==> src/rtl/clk_seq.sv <==
// clk_seq: clock bring-up/tear-down sequencer driving the clock generator enables and config.
// Walks osc -> source select -> global -> rng/sample -> memory -> core, with settle waits and init-done timeouts.
module clk_seq #(
   parameter int SETTLE_CYCLES = 16,
   parameter int TIMEOUT_CYCLES = 1024
) (
   input  logic       clk_jtag,
   input  logic       rst,
   input  logic       i_start,
   input  logic       i_stop,
   input  logic [1:0] i_cfg_sel_src,
   input  logic [2:0] i_cfg_sys_div,
   input  logic [2:0] i_cfg_smp_div,
   input  logic [5:0] i_cfg_en,
   input  logic       i_clk_initdone,
   input  logic       i_rng_initdone,
   output logic       o_clk_osc_en,
   output logic       o_clk_gbl_en,
   output logic       o_clk_mem_en,
   output logic       o_clk_rng_en,
   output logic       o_clk_smp_en,
   output logic       o_clk_cmo_en,
   output logic       o_clk_dlo_en,
   output logic       o_clk_pln_en,
   output logic [1:0] o_clk_sel_src,
   output logic [2:0] o_clk_sys_div,
   output logic [2:0] o_clk_smp_div,
   output logic       o_seq_busy,
   output logic       o_seq_run,
   output logic       o_seq_err,
   output logic [3:0] o_seq_state
);
   localparam int CW = $clog2(TIMEOUT_CYCLES + 1);
   localparam logic [CW-1:0] S1 = CW'(SETTLE_CYCLES - 1);
   localparam logic [CW-1:0] S2 = CW'(2 * SETTLE_CYCLES - 1);
   localparam logic [CW-1:0] S3 = CW'(3 * SETTLE_CYCLES - 1);
   localparam logic [CW-1:0] T1 = CW'(TIMEOUT_CYCLES - 1);
   localparam logic [CW-1:0] TMAX = CW'(TIMEOUT_CYCLES);

   typedef enum logic [3:0] {
      IDLE, OSC, SEL, GBL, RNG, MEM, CORE, RUN, DOWN_CORE, DOWN_GBL, DOWN_OSC, ERR
   } state_t;

   state_t state, nxt;
   logic [CW-1:0] cnt;
   logic [1:0] cfg_sel;
   logic [2:0] cfg_sys, cfg_smp;
   logic [5:0] cfg_en;
   logic stp, acc, ent, keep_osc, keep_gbl, keep_dom, core_tick;

   assign o_seq_state = state;

   always_comb begin
      stp = i_stop && state != IDLE && state != ERR;
      acc = (state == IDLE || state == ERR) && i_start && !i_stop;
      nxt = state;
      if (acc) nxt = OSC;
      else if (stp) nxt = DOWN_CORE;
      else if (state == ERR && i_stop) nxt = IDLE;
      else
         case (state)
            OSC:       nxt = cnt == S1 ? SEL : OSC;
            SEL:       nxt = cnt == S1 ? GBL : SEL;
            GBL:       nxt = i_clk_initdone ? RNG : (cnt == T1 ? ERR : GBL);
            RNG:       nxt = (!cfg_en[1] || i_rng_initdone) ? MEM : (cnt == T1 ? ERR : RNG);
            MEM:       nxt = cnt == S1 ? CORE : MEM;
            CORE:      nxt = cnt == S3 ? RUN : CORE;
            DOWN_CORE: nxt = cnt == S1 ? DOWN_GBL : DOWN_CORE;
            DOWN_GBL:  nxt = cnt == S1 ? DOWN_OSC : DOWN_GBL;
            DOWN_OSC:  nxt = cnt == S1 ? IDLE : DOWN_OSC;
            default:   ;
         endcase
      // a stop during teardown restarts it, so entry is not just a state change
      ent = stp || nxt != state;
      keep_osc = nxt inside {OSC, SEL, GBL, RNG, MEM, CORE, RUN, DOWN_CORE, DOWN_GBL};
      keep_gbl = nxt inside {GBL, RNG, MEM, CORE, RUN, DOWN_CORE};
      keep_dom = nxt inside {RNG, MEM, CORE, RUN};
      core_tick = state == CORE && nxt == CORE;
   end

   always_ff @(posedge clk_jtag) begin
      if (rst) begin
         state <= IDLE;
         cnt <= '0;
         cfg_sel <= '0;
         cfg_sys <= '0;
         cfg_smp <= '0;
         cfg_en <= '0;
         o_clk_osc_en <= 1'b0;
         o_clk_gbl_en <= 1'b0;
         o_clk_mem_en <= 1'b0;
         o_clk_rng_en <= 1'b0;
         o_clk_smp_en <= 1'b0;
         o_clk_cmo_en <= 1'b0;
         o_clk_dlo_en <= 1'b0;
         o_clk_pln_en <= 1'b0;
         o_clk_sel_src <= '0;
         o_clk_sys_div <= '0;
         o_clk_smp_div <= '0;
         o_seq_busy <= 1'b0;
         o_seq_run <= 1'b0;
         o_seq_err <= 1'b0;
      end else begin
         state <= nxt;
         cnt <= ent ? '0 : cnt + CW'(cnt != TMAX);
         if (acc) begin
            cfg_sel <= i_cfg_sel_src;
            cfg_sys <= i_cfg_sys_div;
            cfg_smp <= i_cfg_smp_div;
            cfg_en <= i_cfg_en;
         end
         o_clk_osc_en <= nxt == OSC || (o_clk_osc_en && keep_osc);
         o_clk_gbl_en <= nxt == GBL || (o_clk_gbl_en && keep_gbl);
         o_clk_rng_en <= nxt == RNG ? cfg_en[1] : o_clk_rng_en && keep_dom;
         o_clk_smp_en <= nxt == RNG ? cfg_en[2] : o_clk_smp_en && keep_dom;
         o_clk_mem_en <= nxt == MEM ? cfg_en[0] : o_clk_mem_en && keep_dom;
         o_clk_cmo_en <= nxt == CORE ? cfg_en[3] : o_clk_cmo_en && keep_dom;
         o_clk_dlo_en <= core_tick && cnt == S1 ? cfg_en[4] : o_clk_dlo_en && keep_dom;
         o_clk_pln_en <= core_tick && cnt == S2 ? cfg_en[5] : o_clk_pln_en && keep_dom;
         o_clk_sel_src <= nxt == SEL ? cfg_sel : (keep_osc ? o_clk_sel_src : '0);
         o_clk_sys_div <= nxt == SEL ? cfg_sys : (keep_osc ? o_clk_sys_div : '0);
         o_clk_smp_div <= nxt == SEL ? cfg_smp : (keep_osc ? o_clk_smp_div : '0);
         o_seq_busy <= !(nxt inside {IDLE, RUN, ERR});
         o_seq_run <= nxt == RUN;
         o_seq_err <= nxt == ERR || (o_seq_err && !acc);
      end
   end
endmodule

==> config.mk <==
export PLATFORM = sky130hd
export DESIGN_NAME = clk_seq
export DESIGN_NICKNAME = d
export VERILOG_FILES = /design/src/rtl/clk_seq.sv
export SDC_FILE = /design/constraint.sdc
export NUM_CORES = 1
export LEC_CHECK = 0
export BUFFER_PORTS_ARGS = -buffer_cell sky130_fd_sc_hd__buf_2
export CAP_MARGIN = 20
export CORE_MARGIN = 2
export CORE_UTILIZATION = 55
export DETAILED_ROUTE_END_ITERATION = 10
export GPL_ROUTABILITY_DRIVEN = 1
export PLACE_DENSITY = 0.91
export SLEW_MARGIN = 20
export SYNTH_ARGS = -nofsm -noshare
export SYNTH_HDL_FRONTEND = slang
export SYNTH_SLANG_ARGS = --single-unit
==> constraint.sdc <==
create_clock -name clk_jtag -period 3.12 [get_ports clk_jtag]
set_clock_uncertainty 0.05 [all_clocks]
set_input_delay 0 -clock clk_jtag [delete_from_list [all_inputs] [get_ports clk_jtag]]
set_output_delay 0 -clock clk_jtag [all_outputs]
set_load 0.01 [all_outputs]
=== Word-level counts from Yosys, hierarchy flattened ===
Cells that the tools add are included.

* Muxes and demuxes: 26
* Add/subtract/negate cells: 1
* Reductions and logical operators: 35
* Eq/ne operators: 28

{| class="wikitable"
|+ Operators by type and width
! operator !! number
|-
| $pmux 4 s9 || 1
|-
| $mux 4 || 8
|-
| $eq 4x3->1 const B || 7
|-
| $eq 4x4->1 const B || 7
|-
| $logic_and 1x1->1 || 17
|-
| $eq 4x2->1 const B || 4
|-
| $add 11x1->11 || 1
|-
| $eq 11x10->1 const B || 1
|-
| $eq 11x4->1 const B || 1
|-
| $eq 11x5->1 const B || 1
|-
| $eq 11x6->1 const B || 1
|-
| $ne 11x11->1 const B || 1
|-
| $mux 2 || 5
|-
| $mux 1 || 9
|-
| $mux 3 || 3
|-
| $reduce_bool 9->1 || 1
|-
| $eq 4x1->1 const B || 2
|-
| $logic_not 4->1 || 2
|-
| $reduce_bool 4->1 || 2
|-
| $logic_or 1x1->1 || 6
|-
| $reduce_bool 6->1 || 1
|-
| $logic_not 1->1 || 4
|-
| $ne 4x4->1 || 1
|-
| $ne 4x4->1 const B || 1
|-
| 3 further kinds || 3
|}

* Output and inout bits: 23
* Bits in registers: 48

=== Depth between registers and ports, before layout ===
Gate-level depths: netlist of the first run.

* Depth in word-level cells: 11
* Depth in mapped cells: 11
* Mapped depth without buffers: 10

=== Worst setup path after synthesis of the first run ===
Ideal clock, no wire load.

* Path type: flip-flop to flip-flop
* From: register state[3] (netlist: o_seq_state[3])
* To: register o_seq_busy
* Path buffers: 2
* Stages on the path, launching flop included: 9
* Data arrival time: 2.565 ns
* Period minus slack after synthesis: 2.745 ns
* Slack: 0.375 ns
* Path through: dfxtp_1 clkbuf_1 nand3_1 a2111oi_4 o21ba_2 a31o_4 buf_6 or4_4 nor3b_2

* Longest elaborated chain between the ends: 8

{| class="wikitable"
|+ Ends and longest elaborated chain
! element !! line !! source
|-
| start, declared || 44 || <nowiki>state_t state, nxt;</nowiki>
|-
| start signal, assigned || 104 || <nowiki>state <= nxt;</nowiki>
|-
| $eq 4x4->1 (tied with other cells) || 61 || <nowiki>case (state)</nowiki>
|-
| $pmux 4 s9 (tied with other cells) || 61 ||
|-
| $mux 4 (tied with other cells) || 59 || <nowiki>else if (state == ERR && i_stop) nxt = IDLE;</nowiki>
|-
| $mux 4 or $logic_and 1x1->1 (tied branches) || 58, 55 ||
|-
| $mux 4 (*) || 57 || <nowiki>if (acc) nxt = OSC;</nowiki>
|-
| $eq 4x3->1 (tied with other cells) || 123 || <nowiki>o_seq_busy <= !(nxt inside {IDLE, RUN, ERR});</nowiki>
|-
| $reduce_bool 3->1 (*) || 123 ||
|-
| $logic_not 1->1 (*) || 123 ||
|-
| end signal, assigned || 123 ||
|-
| end, declared || 28 || <nowiki>output logic o_seq_busy,</nowiki>
|}

Mark *: on every way between the ends. The rest lies on a longest branch, timed or not.
A chain may end at the register's enable or synchronous reset.

=== Final worst setup path of the first run ===
* From: register cnt[7]
* To: register o_clk_sel_src[0]

* Longest elaborated chain between the ends: 10

{| class="wikitable"
|+ Ends and longest elaborated chain
! element !! line !! source
|-
| start, declared || 45 || <nowiki>logic [CW-1:0] cnt;</nowiki>
|-
| start signal, assigned || 105 || <nowiki>cnt <= ent ? '0 : cnt + CW'(cnt != TMAX);</nowiki>
|-
| $eq 11x10->1 || 64, 65 ||
|-
| $mux 4, on equally long branches (2 in series) || 65, 64 ||
|-
| $pmux 4 s9 (*) || 61 ||
|-
| $mux 4 (*) || 59 ||
|-
| $mux 4 (*) || 58 || <nowiki>else if (stp) nxt = DOWN_CORE;</nowiki>
|-
| $mux 4 (*) || 57 ||
|-
| $eq 4x1->1 (tied with other cells) || 75 || <nowiki>keep_osc = nxt inside {OSC, SEL, GBL, RNG, MEM, CORE, RUN, DOWN_CORE, DOWN_GBL};</nowiki>
|-
| $reduce_bool 9->1 || 75 ||
|-
| $ne 2x1->1 (no source line) || -- ||
|-
| end signal, assigned || 120 || <nowiki>o_clk_sel_src <= nxt == SEL ? cfg_sel : (keep_osc ? o_clk_sel_src : '0);</nowiki>
|-
| end, declared || 25 || <nowiki>output logic [1:0] o_clk_sel_src,</nowiki>
|}

Marks and branches as above.

==> flow_summary.json, run 1 <==
{
  "status": "completed",
  "ys_seq_area_share_pct": 40.1,
  "clockBufferDepth": 2,
  "routed_wirelength_um": 5850,
  "synthDistinctLibCells": 53,
  "yosysWarnings": 0,
  "synth.most_common_cell": "dfxtp_1",
  "routed-via-count": 2125,
  "cts_root_buf": "clkbuf_8",
  "start_util_pct": 56.2,
  "drc": 0,
  "hpwl_um": 3890,
  "tns_ns": 0,
  "grt-ovfl-total": 0,
  "yosysTopAreaCell": "dfxtp_1",
  "post_drt_via_cell_ratio": 5.76,
  "power.switching_mw": 0.707,
  "ant_nets": 0,
  "grt_max_degree": 31,
  "yosysTopAreaCellShare_pct": 40.1,
  "synth_flop_cell": "dfxtp_1",
  "hold_buffers": 14,
  "nNetsFinal": 340,
  "fp.dieH_um": 70.0,
  "drtIter0Drc": 217,
  "power_leakage_nw": 1.12,
  "syn_inst": 266,
  "worstPathRequired_ns": 3.31,
  "synthArstFlopShare_pct": 0,
  "combPwrFrac_pct": 41.0,
  "synth_top_cells_by_count": "48 x dfxtp_1, 39 x nor2_1, 15 x mux2i_1, 12 x nand3_1, 11 x inv_1",
  "cts_max_level": 2,
  "peakVddDrop_uv": 455,
  "crit_type": "reg2reg",
  "synth-simple-area-share_pct": 24.1,
  "max_cap_violations": 0,
  "crit_path_start_kind": "flip-flop",
  "arrival_ns": 3.10,
  "synth_compound_area_share_pct": 18.4,
  "die-area_um2": 4900,
  "clockPowerShare_pct": 18.8,
  "yosys-top-cells-area": "dfxtp_1 40%, mux2i_1 6.3%, nor2_1 6.1%",
  "hold_path.class": "in2reg",
  "hold_viol_final": 0,
  "hold_ws_ns": 0.127,
  "wl_per_cell_um": 15.9,
  "io_pins": 43,
  "synth-xor-area-share_pct": 4.39,
  "synth-seq-cells": 48,
  "dr.pass1.iters": 5,
  "cts_tree": "done",
  "min_period_ns": 2.91,
  "areaGrowthSynthToFinish_pct": 18.9,
  "synth_edf_count": 0,
  "numCtsBuffers": 5,
  "synth_top_family_by_area": "simple AND/OR/NAND/NOR gates",
  "core-area_um2": 4260,
  "clk_latency_ns": 0.29,
  "clock.fmax_mhz": 343,
  "dp.cells": 348,
  "grt_pass1_vias": 2065,
  "synth_area_um2": 2400,
  "synth.avg_cell_area_um2": 9.01,
  "layout-drive-gt1-share_pct": 22.4,
  "cp_max_fo": 11,
  "grt_usage_pct": 25.0,
  "portBuffers": 42,
  "synthMuxAreaShare_pct": 6.27,
  "final_core_util_pct": 66.8,
  "post_cts_resized": 0,
  "register_area_um2": 961,
  "die_w_um": 70.0,
  "cp-end-kind": "flip-flop",
  "internal_power_mw": 1.13,
  "synthesis.nets": 289,
  "rsz0062_at_grt": "false",
  "maxSlewHeadroom_pct": 62.5,
  "powerDensity_nw_per_um2": 646,
  "period_share_pct": 93.3,
  "swShare_pct": 38.4,
  "cts_setup_buffers": 0,
  "fill_cells": 317,
  "setup_violations": 0,
  "synth_fa_ha_area_share_pct": 1.57,
  "multiInputGateArea_um2": 1310,
  "clkTransAtPathRegs_ns": 0.08,
  "placementRows": 24,
  "antenna_found_initial": 0,
  "drv_slew": 0,
  "instances_no_fill": 369,
  "cts_sinks": 48,
  "tightest_slew_ns": 0.562,
  "p_seq_share_pct": 40.1,
  "grt_pass1_wl_um": 9850,
  "finalWeightedCongestion": 0.972,
  "num_antenna_cells": 0
}
power groups by stage:
stage                     sequential [mW]  clock, mW  combinational, mW
after floorplan                     0.724          0              0.596
after global placement              0.749          0              0.693
after detailed placement            0.750          0              0.713
after CTS                           0.737      0.349              0.743
after global routing                0.748      0.374              0.830
final                               0.739      0.346              0.756
worst max-delay path, cell delays in order (launching register included):
cell and delay (ns):
dfxtp_1 0.34, or4_4 0.58, or4_4 0.51, a2111oi_4 0.41, a31o_4 0.28, nand2_2 0.10
nor3_4 0.37, a22o_1 0.22
path summary, 6_finish.rpt:
kind / slack [ns] / cells after the start / to / start
worst min-delay path: 0.13 / 2 / cfg_smp[2] / rst
worst max register to register: 0.21 / 7 / o_clk_sel_src[0] / cnt[7]
worst min register to register: 0.42 / 2 / o_clk_smp_en / o_clk_smp_en
worst max-delay path: 0.21 / 7 / o_clk_sel_src[0] / cnt[7]
per-stage QoR:
step	area (um^2)	power [mW]	setup slack, ns
2_1_floorplan	2400	1.32	0.375
3_3_place_gp	2630	1.44	0.340
3_5_place_dp	2630	1.46	0.277
4_1_cts	2850	1.83	0.231
5_1_grt	2850	1.95	0.0442
6_report	2850	1.84	0.208
area by class of cell:
cell class                      instances  share of cell area (%)
Sequential cell                        48                    33.7
Clock inverter                          2                   0.439
Inverter                               11                    1.45
Multi-Input combinational cell        190                    46.0
Clock buffer                            5                    2.42
Tap cell                               52                    2.28
Timing Repair Buffer                   61                    13.6
routing by layer:
layer  GRT usage (%)  wire [um]
met1            31.6       2510
met5               0          0
met2            42.2       2880
met4            9.19        159
met3            5.05        303
layout by cell type, fill, tap and decap left out, types with 3 or more instances in the layout:
cell / synthesis / final
a22o_1: 8 / 8
xnor2_1: 9 / 9
nand4_1: 4 / 4
buf_2: 9 / 42
nand2_1: 10 / 10
a21oi_1: 10 / 10
dfxtp_1: 48 / 48
inv_1: 11 / 11
nand3_1: 12 / 12
o21ai_0: 10 / 10
buf_4: 0 / 5
nand2b_1: 7 / 7
ha_1: 3 / 3
nor2_1: 39 / 39
or3_1: 4 / 4
a21o_1: 3 / 3
o22ai_1: 3 / 3
nor3_1: 5 / 5
mux2i_1: 15 / 15
xor2_1: 3 / 3
clkbuf_8: 0 / 5
dlygate4sd3_1: 0 / 14
a31oi_1: 4 / 4
and3_1: 3 / 3
or4_4: 3 / 3
registers in the layout (all words and copies together) (netlist names), 2 cells and up:
signal and count:
cnt 11, cfg_en 6, o_seq_state 4, cfg_smp 3, cfg_sys 3, o_clk_smp_div 3, o_clk_sys_div 3, cfg_sel 2
o_clk_sel_src 2
logic make-up (layout without fill, tap and decap cells):
group,count (synthesis),after routing
adder cells (fa/ha/maj),3,3
XOR/XNOR,12,12
AO/OA/AOI/OAI,55,55
multiplexers,15,15
flip-flops,48,48
AND/OR/NAND/NOR,105,105
buffers and inverters,28,79
No activity file was read; power rests on OpenSTA's default activity.
==> run 2: changes to the inputs <==
ABC_AREA = 1   (was unset)
==> flow_summary.json, run 2 <==
{
  "status": "completed",
  "cp_max_fo": 11,
  "numCtsBuffers": 5,
  "grt_max_degree": 21,
  "multiInputGateArea_um2": 1300,
  "hold_path.class": "in2reg",
  "cts_setup_buffers": 0,
  "clockBufferDepth": 2,
  "die_w_um": 71.1,
  "dr.pass1.iters": 6,
  "core-area_um2": 4350,
  "crit_type": "reg2reg",
  "yosysTopAreaCell": "dfxtp_1",
  "cts_root_buf": "clkbuf_8",
  "drtIter0Drc": 166,
  "hpwl_um": 4170,
  "maxSlewHeadroom_pct": 51.6,
  "min_period_ns": 2.64,
  "finalInstanceArea_um2": 2970,
  "synth-seq-cells": 48,
  "cts_sinks": 48,
  "antenna_found_initial": 0,
  "yosysTopAreaCellShare_pct": 38.8,
  "cts_tree": "done",
  "hold_buffers": 14,
  "powerDensity_nw_per_um2": 871,
  "arrival_ns": 2.82,
  "routed_wirelength_um": 6000,
  "die-area_um2": 5050,
  "post_drt_via_cell_ratio": 5.28,
  "synthArstFlopShare_pct": 0,
  "synthesis.nets": 373,
  "nNetsFinal": 429,
  "routed-via-count": 2423,
  "synth_area_um2": 2470,
  "grt_pass1_vias": 2307,
  "num_antenna_cells": 0,
  "grt_pass1_wl_um": 10100,
  "start_util_pct": 56.8,
  "tns_ns": 0,
  "largest_reg_flops": 11,
  "hold_viol_final": 0,
  "clock.fmax_mhz": 378,
  "rsz0062_at_grt": "false",
  "io_pins": 43,
  "place_area_um2": 2710,
  "syn_inst": 350,
  "clkTransAtPathRegs_ns": 0.10,
  "drc": 0,
  "register_area_um2": 961,
  "wl_per_cell_um": 13.1,
  "tightest_slew_ns": 0.724,
  "ys_seq_area_share_pct": 38.8,
  "finalWeightedCongestion": 0.887,
  "clk_latency_ns": 0.31,
  "period_share_pct": 84.7,
  "setup_violations": 0,
  "peakVddDrop_uv": 369,
  "max_cap_violations": 0,
  "crit_path_start_kind": "flip-flop",
  "fp.dieH_um": 71.1,
  "mostFrequentLayoutCells": "59 x nor2_1, 59 x nand2_1, 48 x dfxtp_1, 42 x buf_2, 36 x inv_1",
  "largest-register": "cnt",
  "yosys-top-cells-area": "dfxtp_1 39%, nand2_1 8.9%, nor2_1 8.9%",
  "synth_flop_cell": "dfxtp_1",
  "synth_top_cells_by_count": "59 x nand2_1, 59 x nor2_1, 48 x dfxtp_1, 36 x inv_1, 21 x a21oi_1",
  "cts_max_level": 2,
  "power_leakage_nw": 1.34,
  "portBuffers": 42,
  "cp-end-kind": "flip-flop",
  "post_cts_resized": 0,
  "worstPathRequired_ns": 3.29,
  "synth_edf_count": 0,
  "synth.avg_cell_area_um2": 7.07,
  "grt_usage_pct": 25.1,
  "synthDistinctLibCells": 33,
  "drv_slew": 0,
  "ant_nets": 0,
  "layout-drive-gt1-share_pct": 24.8,
  "placementRows": 24,
  "grt-ovfl-total": 0,
  "fill_cells": 358,
  "areaGrowthSynthToFinish_pct": 20.0,
  "yosysWarnings": 0
}
run 2: cell count changes after synthesis, sizes merged, moves of 5 or more:
cell	before	now
o21ai	10	25
nand2b	7	0
a21oi	12	21
inv	11	45
buf	10	5
mux2i	15	0
xnor2	9	2
nor2	39	79
a22o	8	0
nand3	12	26
or3	5	0
nand2	11	69
run 2: path summary, 6_finish.rpt:
| check | from | end | slack [ns] | cells after the start |
|---|---|---|---|---|
| hold / removal | rst | o_seq_state[3] | 0.02 | 2 |
| setup / recovery | cnt[0] | cnt[0] | 0.48 | 11 |
| hold reg to reg | o_clk_rng_en | o_clk_rng_en | 0.40 | 2 |
| setup reg to reg | cnt[0] | cnt[0] | 0.48 | 11 |
run 2: area by class of cell:
cell class                      count  share of cell area [%]
Timing Repair Buffer               57                    12.0
Clock buffer                        5                    2.32
Multi-Input combinational cell    248                    43.7
Tap cell                           52                    2.19
Sequential cell                    48                    32.4
Clock inverter                      3                    1.60
Inverter                           46                    5.81
run 2: metal layers:
layer	global-route usage, %	vias up	part of all wire, %
met2	44.1	88	50
li1	-	1213	-
met3	5.56	17	4.6
met5	0	-	0
met1	29.6	1105	43
met4	10.1	0	2.0
run 2: critical path, cell delays in order (launching register included):
cell      delay [ns]
dfxtp_1         0.38
ha_1            0.23
nand2_1         0.07
nor2_1          0.20
nand3_2         0.16
nand3b_4        0.18
nand3_2         0.08
nand2_2         0.06
nand2_2         0.12
xor2_1          0.18
nand4_1         0.60
nor2_1          0.26
run 2: per-stage QoR:
step                      hold slack (ns)  worst slack, ns  power [mW]  util, %  cells
after global routing               0.0338            0.220        2.76     68.2    459
after CTS                         0.00938            0.521        2.56     68.2    459
after floorplan                     0.113             1.21        1.82        -    350
after global placement              0.203            0.659        2.04     62.3    437
after detailed placement            0.204            0.535        2.07     62.3    437
final                              0.0221            0.478        2.59     68.2    459
run 2: cell families (layout without fill, tap and decap cells):
logic type / Yosys count / count (layout) / share of synthesized area [%]
AND/OR/NAND/NOR: 186 / 186 / 37.3
buffers and inverters: 54 / 111 / 8.75
AO/OA/AOI/OAI: 50 / 50 / 10.4
flip-flops: 48 / 48 / 38.8
XOR/XNOR: 9 / 9 / 3.19
adder cells (fa/ha/maj): 3 / 3 / 1.52
run 2: power breakdown:
part           leakage (nW)  internal, mW  switching [mW]
Sequential            0.390         0.703          0.0835
Clock                0.0583         0.242           0.228
Combinational         0.894         0.419           0.910
Total                  1.34          1.36            1.22
